===== config.mk =====
export PLATFORM = sky130hd
export DESIGN_NAME = reg_file_sb
export DESIGN_NICKNAME = d
export VERILOG_FILES = /design/src/rtl/rv_pkg.sv /design/src/rtl/rf_scoreboard.sv /design/src/rtl/reg_file_sb.sv
export SDC_FILE = /design/constraint.sdc
export NUM_CORES = 2
export LEC_CHECK = 0
export BUFFER_PORTS_ARGS = -buffer_cell sky130_fd_sc_hd__buf_2
export CORE_UTILIZATION = 50
export CTS_BUF_LIST = sky130_fd_sc_hd__clkbuf_4
export DETAILED_ROUTE_END_ITERATION = 16
export GPL_TIMING_DRIVEN = 0
export MAX_ROUTING_LAYER = met4
export PLACE_DENSITY = 0.68
export SLEW_MARGIN = 20
export SYNTH_ARGS = -nofsm -noshare
export SYNTH_HDL_FRONTEND = slang
export SYNTH_SLANG_ARGS = --single-unit

===== constraint.sdc =====
create_clock -name clk -period 6.3 [get_ports clk]
set_clock_uncertainty 0.05 [all_clocks]
set_input_delay 0.945 -clock clk [delete_from_list [all_inputs] [get_ports clk]]
set_output_delay 0.945 -clock clk [all_outputs]
set_load 0.05 [all_outputs]

===== src/rtl/rv_pkg.sv =====
// Shared RISC-V register-file types and sizes.
// Used by reg_file_sb and rf_scoreboard.
package rv_pkg;

    localparam int XLEN  = 32;
    localparam int NREGS = 32;
    localparam int AW    = 5;

    typedef logic [AW-1:0]   reg_addr_t;
    typedef logic [XLEN-1:0] xword_t;

    localparam reg_addr_t REG_ZERO = '0;

endpackage


===== src/rtl/rf_scoreboard.sv =====
// Pending-writeback scoreboard: one bit per architectural register.
// Stall is raised when either source operand is still pending.
module rf_scoreboard
    import rv_pkg::*;
(
    input  logic             clk,
    input  logic             rst,
    input  logic             issue_valid,
    input  logic [AW-1:0]    issue_rd,
    input  logic             wb_clr,
    input  logic [AW-1:0]    rd_addr,
    input  logic [AW-1:0]    rs1_addr,
    input  logic [AW-1:0]    rs2_addr,
    output logic [NREGS-1:0] pending,
    output logic             stall
);

    logic [NREGS-1:0] pending_q;
    logic [NREGS-1:0] pending_d;

    // An issue outranks a same-cycle clear so a re-issued destination is never lost.
    always_comb begin
        pending_d = pending_q;
        for (int i = 1; i < NREGS; i++) begin
            if (issue_valid && issue_rd == reg_addr_t'(i)) begin
                pending_d[i] = 1'b1;
            end else if (wb_clr && rd_addr == reg_addr_t'(i)) begin
                pending_d[i] = 1'b0;
            end
        end
        pending_d[0] = 1'b0;
    end

    always_ff @(posedge clk) begin
        if (rst) begin
            pending_q <= '0;
        end else begin
            pending_q <= pending_d;
        end
    end

    assign pending = pending_q;

    assign stall = (pending_q[rs1_addr] && rs1_addr != REG_ZERO) ||
                   (pending_q[rs2_addr] && rs2_addr != REG_ZERO);

endmodule


===== src/rtl/reg_file_sb.sv =====
// 32-entry integer register file, two registered read ports, one write port,
// with embedded scoreboard. Define RF_WRITE_BYPASS_EN for write-first reads.
module reg_file_sb
    import rv_pkg::*;
(
    input  logic             clk,
    input  logic             rst,
    input  logic [AW-1:0]    rs1_addr,
    input  logic [AW-1:0]    rs2_addr,
    output logic [XLEN-1:0]  rs1_data,
    output logic [XLEN-1:0]  rs2_data,
    input  logic             we,
    input  logic [AW-1:0]    rd_addr,
    input  logic [XLEN-1:0]  wd,
    input  logic             issue_valid,
    input  logic [AW-1:0]    issue_rd,
    input  logic             wb_clr,
    output logic             stall,
    output logic [NREGS-1:0] pending
);

    xword_t regs_q [NREGS];
    xword_t rs1_q, rs1_d;
    xword_t rs2_q, rs2_d;
    logic   wr_en;

    assign wr_en = we && (rd_addr != REG_ZERO);

    always_comb begin
        rs1_d = regs_q[rs1_addr];
        rs2_d = regs_q[rs2_addr];
`ifdef RF_WRITE_BYPASS_EN
        if (wr_en && rd_addr == rs1_addr) rs1_d = wd;
        if (wr_en && rd_addr == rs2_addr) rs2_d = wd;
`endif
        // x0 reads as zero regardless of storage or bypass.
        if (rs1_addr == REG_ZERO) rs1_d = '0;
        if (rs2_addr == REG_ZERO) rs2_d = '0;
    end

    always_ff @(posedge clk) begin
        if (rst) begin
            for (int i = 0; i < NREGS; i++) begin
                regs_q[i] <= '0;
            end
            rs1_q <= '0;
            rs2_q <= '0;
        end else begin
            if (wr_en) begin
                regs_q[rd_addr] <= wd;
            end
            rs1_q <= rs1_d;
            rs2_q <= rs2_d;
        end
    end

    assign rs1_data = rs1_q;
    assign rs2_data = rs2_q;

    rf_scoreboard u_scoreboard (
        .clk         (clk),
        .rst         (rst),
        .issue_valid (issue_valid),
        .issue_rd    (issue_rd),
        .wb_clr      (wb_clr),
        .rd_addr     (rd_addr),
        .rs1_addr    (rs1_addr),
        .rs2_addr    (rs2_addr),
        .pending     (pending),
        .stall       (stall)
    );

endmodule

======== After elaboration in Yosys (flattened, before gate mapping) ========
Memories as Yosys holds them, arrays and structs flattened. A register that Yosys moved wholly into a read port is not among the register bits.
Cells that the tools add are included.
operators by class
  magnitude comparators ................... 2
  eq/ne operators ......................... 62
  multiplexer cells ....................... 74
  reduce and logical (&&, ||, !) cells .... 105
operators by type and width
  cell                number
  $eq 5x5->1 const B  32
  $eq 5x4->1 const B  16
  $mux 1              70
  $logic_and 1x1->1   65
  $reduce_bool 2->1   31
  $eq 5x3->1 const B  8
  $mux 32             1
  $reduce_or 32->1    1
  $eq 5x2->1 const B  4
  $reduce_bool 5->1   3
  $lt 5x6->1 const B  2
  $bmux 1 s5          2
  $eq 5x1->1 const B  2
  $logic_not 5->1     2
  $mux 5              1
  $reduce_or 2->1     2
  $logic_or 1x1->1    1
storage, ports and cells
  flip-flop bits (word level) ............. 32
  bits in writable memories ............... 1024
  bits of input ports ..................... 57
  logic and storage cells ................. 276
  memories ................................ 1
memory list
  memory  words  bits a word  read ports  clocked after memory_dff  wr ports  line               source
  regs_q  32     32           2           2                         32        reg_file_sb.sv:22  xword_t regs_q [NREGS];

======== Logic depth before layout (Yosys ltp) ========
  depth after elaboration ................. 7
  depth in mapped cells ................... 9

======== By module ========
Synthesis repeated with hierarchy kept, for this count alone.
unflattened totals
  cells, all modules ...................... 3788
  area, all modules ....................... 57547.7 µm²
modules (own cells, without submodules)
  module         times used  cells each  area each (µm²)  seq. area each (µm²)
  reg_file_sb    1           3563        55645.9          32030.7
  rf_scoreboard  1           225         1901.8           620.6

======== Worst setup path before layout ========
No wires, ideal clock.
  path kind ............................... input to register
  start ................................... input port rst
  end ..................................... memory regs_q[14][0] (netlist name), enable pin
  library setup time ...................... 0.466 ns
  arrival time ............................ 4.009 ns
  required time ........................... 5.784 ns
  setup slack ............................. 1.776 ns
  stages .................................. 5
  buffers on the path ..................... 2
  cells stage by stage .................... buf_2 > nor3b_1 > nand2_1 > clkbuf_1 > o21ai_0
RTL lines
  element             line               source
  start: declaration  reg_file_sb.sv:7   input logic rst,
  end: declaration    reg_file_sb.sv:22

======== Worst setup path in the final report ========
  start ................................... input port rs1_addr[4]
  end ..................................... output port stall
on the way
  word-level cells in the longest chain between the ends .. 4
  elaborated cells between the ends (all ways) .. 5
  classes of those cells .................. mux: 2; reduce/logical: 3
RTL lines
  element                       line                 source
  start: declaration            reg_file_sb.sv:8     input logic [AW-1:0] rs1_addr,
  $bmux 1 s5                    rf_scoreboard.sv:44  assign stall = (pending_q[rs1_addr] && rs1_addr != REG_ZERO) ||
  $mux 1 (implied by the code)  rf_scoreboard.sv:44
  $logic_and 1x1->1 (*)         rf_scoreboard.sv:44
  $logic_or 1x1->1 (*)          rf_scoreboard.sv:44
  end: declaration              reg_file_sb.sv:18    output logic stall,
Every way passes the cells marked *; elsewhere a longest branch is shown, timed or not. The select of a mux whose other input is x is not followed.

==> out/qor.csv <==
metric;value;unit
DRC;0;
per-cell routed wire length;35.7;um
status;completed;
GRT Total Usage;38.6;%
Syn Std Cell Area;0.0574;mm2
TritonCTS clock tree;built;
Hold Crit Class;in -> reg;
Critical Path Source Type;input port;
worst hold stages;2;
via/cell ratio;6.58;
clock slew at reported path FFs;70;ps
Mapped Cells;3836;
DRT iter0 DRCs;6207;
Placed Cells;5551;
first-pass GRT wire length;295;mm
CP endpoint kind;output pin;
Post-CTS Setup Inserts;0;
NumNets Final;4456;
critical path arrival;4390;ps
Non-Filler Instances;6118;
Initial Util;50.7;%
largest net degree at the start of global routing;33;
worst path required time;5300;ps
cell area after layout;0.0657;mm2
Max Fclk;186;MHz
Tmin final;5390;ps
Leak Pwr;23.7;nW
commonest cells after routing, fill and taps aside;edfxtp_1 (1,024), and2_1 (1,015), mux4_2 (462);
clk_lat worst skew;1260;ps
Post-DP HPWL;159;mm
commonest non-fill, non-tap cell in the layout;edfxtp_1;
RSZ-0062 raised after global routing;false;
worst r2r src;regs_q[30][3]$_SDFFCE_PN0P_;
part of the cycle the worst path needs;85.5;%
Buf/Inv on CP;5;
Yosys reg bits;1119;
R2R setup slack;3930;ps
met1 usage;47.9;%
ys flop type;edfxtp_1;
vias in the first global route;39400;
clock sink total;1119;
Hold EP;regs_q[8][12]$_SDFFCE_PN0P_;
Post-DP Area;0.0615;mm2
synthesized area per cell;15.0;um2
GR peak layer;met2;
Post-CTS Resized;0;
Die Footprint;0.116;mm2
EDFF count, synth;1024;
Seq/Total Area, Yosys;56.9;%
clk buf depth;4;
input/output buffers;145;
global route overflow;0;
I/O Pins;154;
Syn-to-layout area delta;14.4;%
Core ar.;0.113;mm2
worst vdd ir;0.000211;V
row count;123;
maximum fanout along the worst path;10;
max-cap viol count;0;
gpl congestion;1.02;
slew margin rel.;19.2;%
slew of the pin with the lowest slew margin;1210;ps
Async SR Flop Fraction;0;%
ANT nets after route;0;
crit path kind;in -> out;
Post-Route Utilization;58.1;%
WP depth;7;
met3 usage;8.83;%
total power;17.9;mW
worst hold start;wd[12];
r2r worst-path depth;5;
worst-path cell chain;buf_2 -> clkbuf_1 -> clkbuf_1 -> clkbuf_2 -> a21oi_1 -> o22ai_1 -> buf_2;
total number of vias;40300;
slowest stage cell, crit path;clkbuf_1;
Max Slew Vio Count;0;
layout cells sized above 1;27.9;%
final setup vio count;0;
Cell Pwr Density;273;mW/mm2
clock root buffer;clkbuf_4;
initial antenna violation count;13;
htree depth;5;
number of detailed-route iterations in the first pass;6;
CP peak stage delay;960;ps
Yosys cell types;45;
DRT Wirelength;218;mm
Num CTS Buffers;318;
final hold vios;0;
CP top delay family;buffers and inverters;
GR met2 Demand/Resource;55.5;%
DIE HEIGHT;341;um
Ys Warns;0;
end of the worst register-to-register path;rs1_data[3]$_SDFF_PP0_;
die width;341;um
registers in the layout (all words and copies together), names as in the netlist:
| register | cells |
|---|---|
| regs_q | 1024 |
| rs1_data | 32 |
| rs2_data | 32 |
| u_scoreboard.pending | 31 |
cells by family (layout without fill, tap and decap cells):
| kind of cell | count (synthesis) | in the layout | share of synthesized area, % |
|---|---|---|---|
| and+or+nand+nor | 1191 | 1191 | 12.5 |
| AOI/OAI and AO/OA | 391 | 391 | 4.58 |
| muxes | 726 | 726 | 22.7 |
| buffers and inverters | 408 | 1154 | 3.27 |
| DFF | 1119 | 1119 | 56.9 |
| other | 1 | 37 | 0.00653 |
cell type report:
type                       count  area (um2)
fill                        9028       47400
buffer                       404        1880
tap                         1500        1880
antenna                        4        10.0
sequential                  1119       32700
clock buffer                 459        3450
multi-input combinational   2341       23300
clock inverter                76         404
inverter                       4        15.0
timing repair buffer         211        2050
power breakdown:
part,internal [mW],total [mW],switching (mW)
Clock,3.49,6.71,3.23
Sequential,8.52,8.72,0.206
Combinational,0.894,2.50,1.60
worst max path at each step:
stage	start	endpoint	slack (ps)
finish	rs1_addr[4]	stall	910
global route	rs1_addr[1]	stall	1110
CTS	rs1_addr[1]	stall	1190
detailed placement	rs1_addr[1]	stall	1180
global placement	rst	regs_q[13][15]$_SDFFCE_PN0P_	-1380
floorplan	rst	regs_q[14][0]$_SDFFCE_PN0P_	1780
stage by stage:
stage                     hold WS, ps  setup WS [ps]  TNS, ps
final                            91.8            914        0
after global routing             69.2           1110        0
after CTS                       0.701           1190        0
after detailed placement          461           1180        0
after global placement            457          -1380  -869980
after floorplan                   638           1780        0
cells in the mapped netlist (all sizes together), types with 5 or more instances:
master / number / area share [%]
mux4: 462 / 18
buf: 131 / 1.5
nand2b: 6 / 0.065
o221ai: 32 / 0.49
nor3: 5 / 0.044
nor2: 44 / 0.29
o21ai: 60 / 0.52
a22o: 31 / 0.47
a22oi: 33 / 0.43
edfxtp: 1024 / 54
a21oi: 69 / 0.60
or2: 33 / 0.36
dfxtp: 95 / 3.3
mux2i: 263 / 4.6
a211oi: 54 / 0.78
a211o: 9 / 0.14
and2: 1016 / 11
o22ai: 96 / 1.0
nand2: 57 / 0.37
nand3: 10 / 0.087
nor2b: 9 / 0.098
clkbuf: 273 / 1.8
worst register-to-register path, delay by kind of cell, from the launching register on:
kind            cells  cell delay, ps
flops               1             400
compound gates      3            1040
simple gates        1             270
mux                 1             480
per-layer routing:
metal | vias up | part of all wire [%]
met4 | 0 | 8.6
li1 | 16000 | -
met5 | - | 0
met2 | 3351 | 44
met3 | 729 | 12
met1 | 20200 | 35
repair_timing:
action / in CTS / in global routing
hold buffers: 27 / 0
hold endpoints to repair: 29 / 0
setup endpoints to repair: 0 / 0
Power figures use the tool's default switching activity.
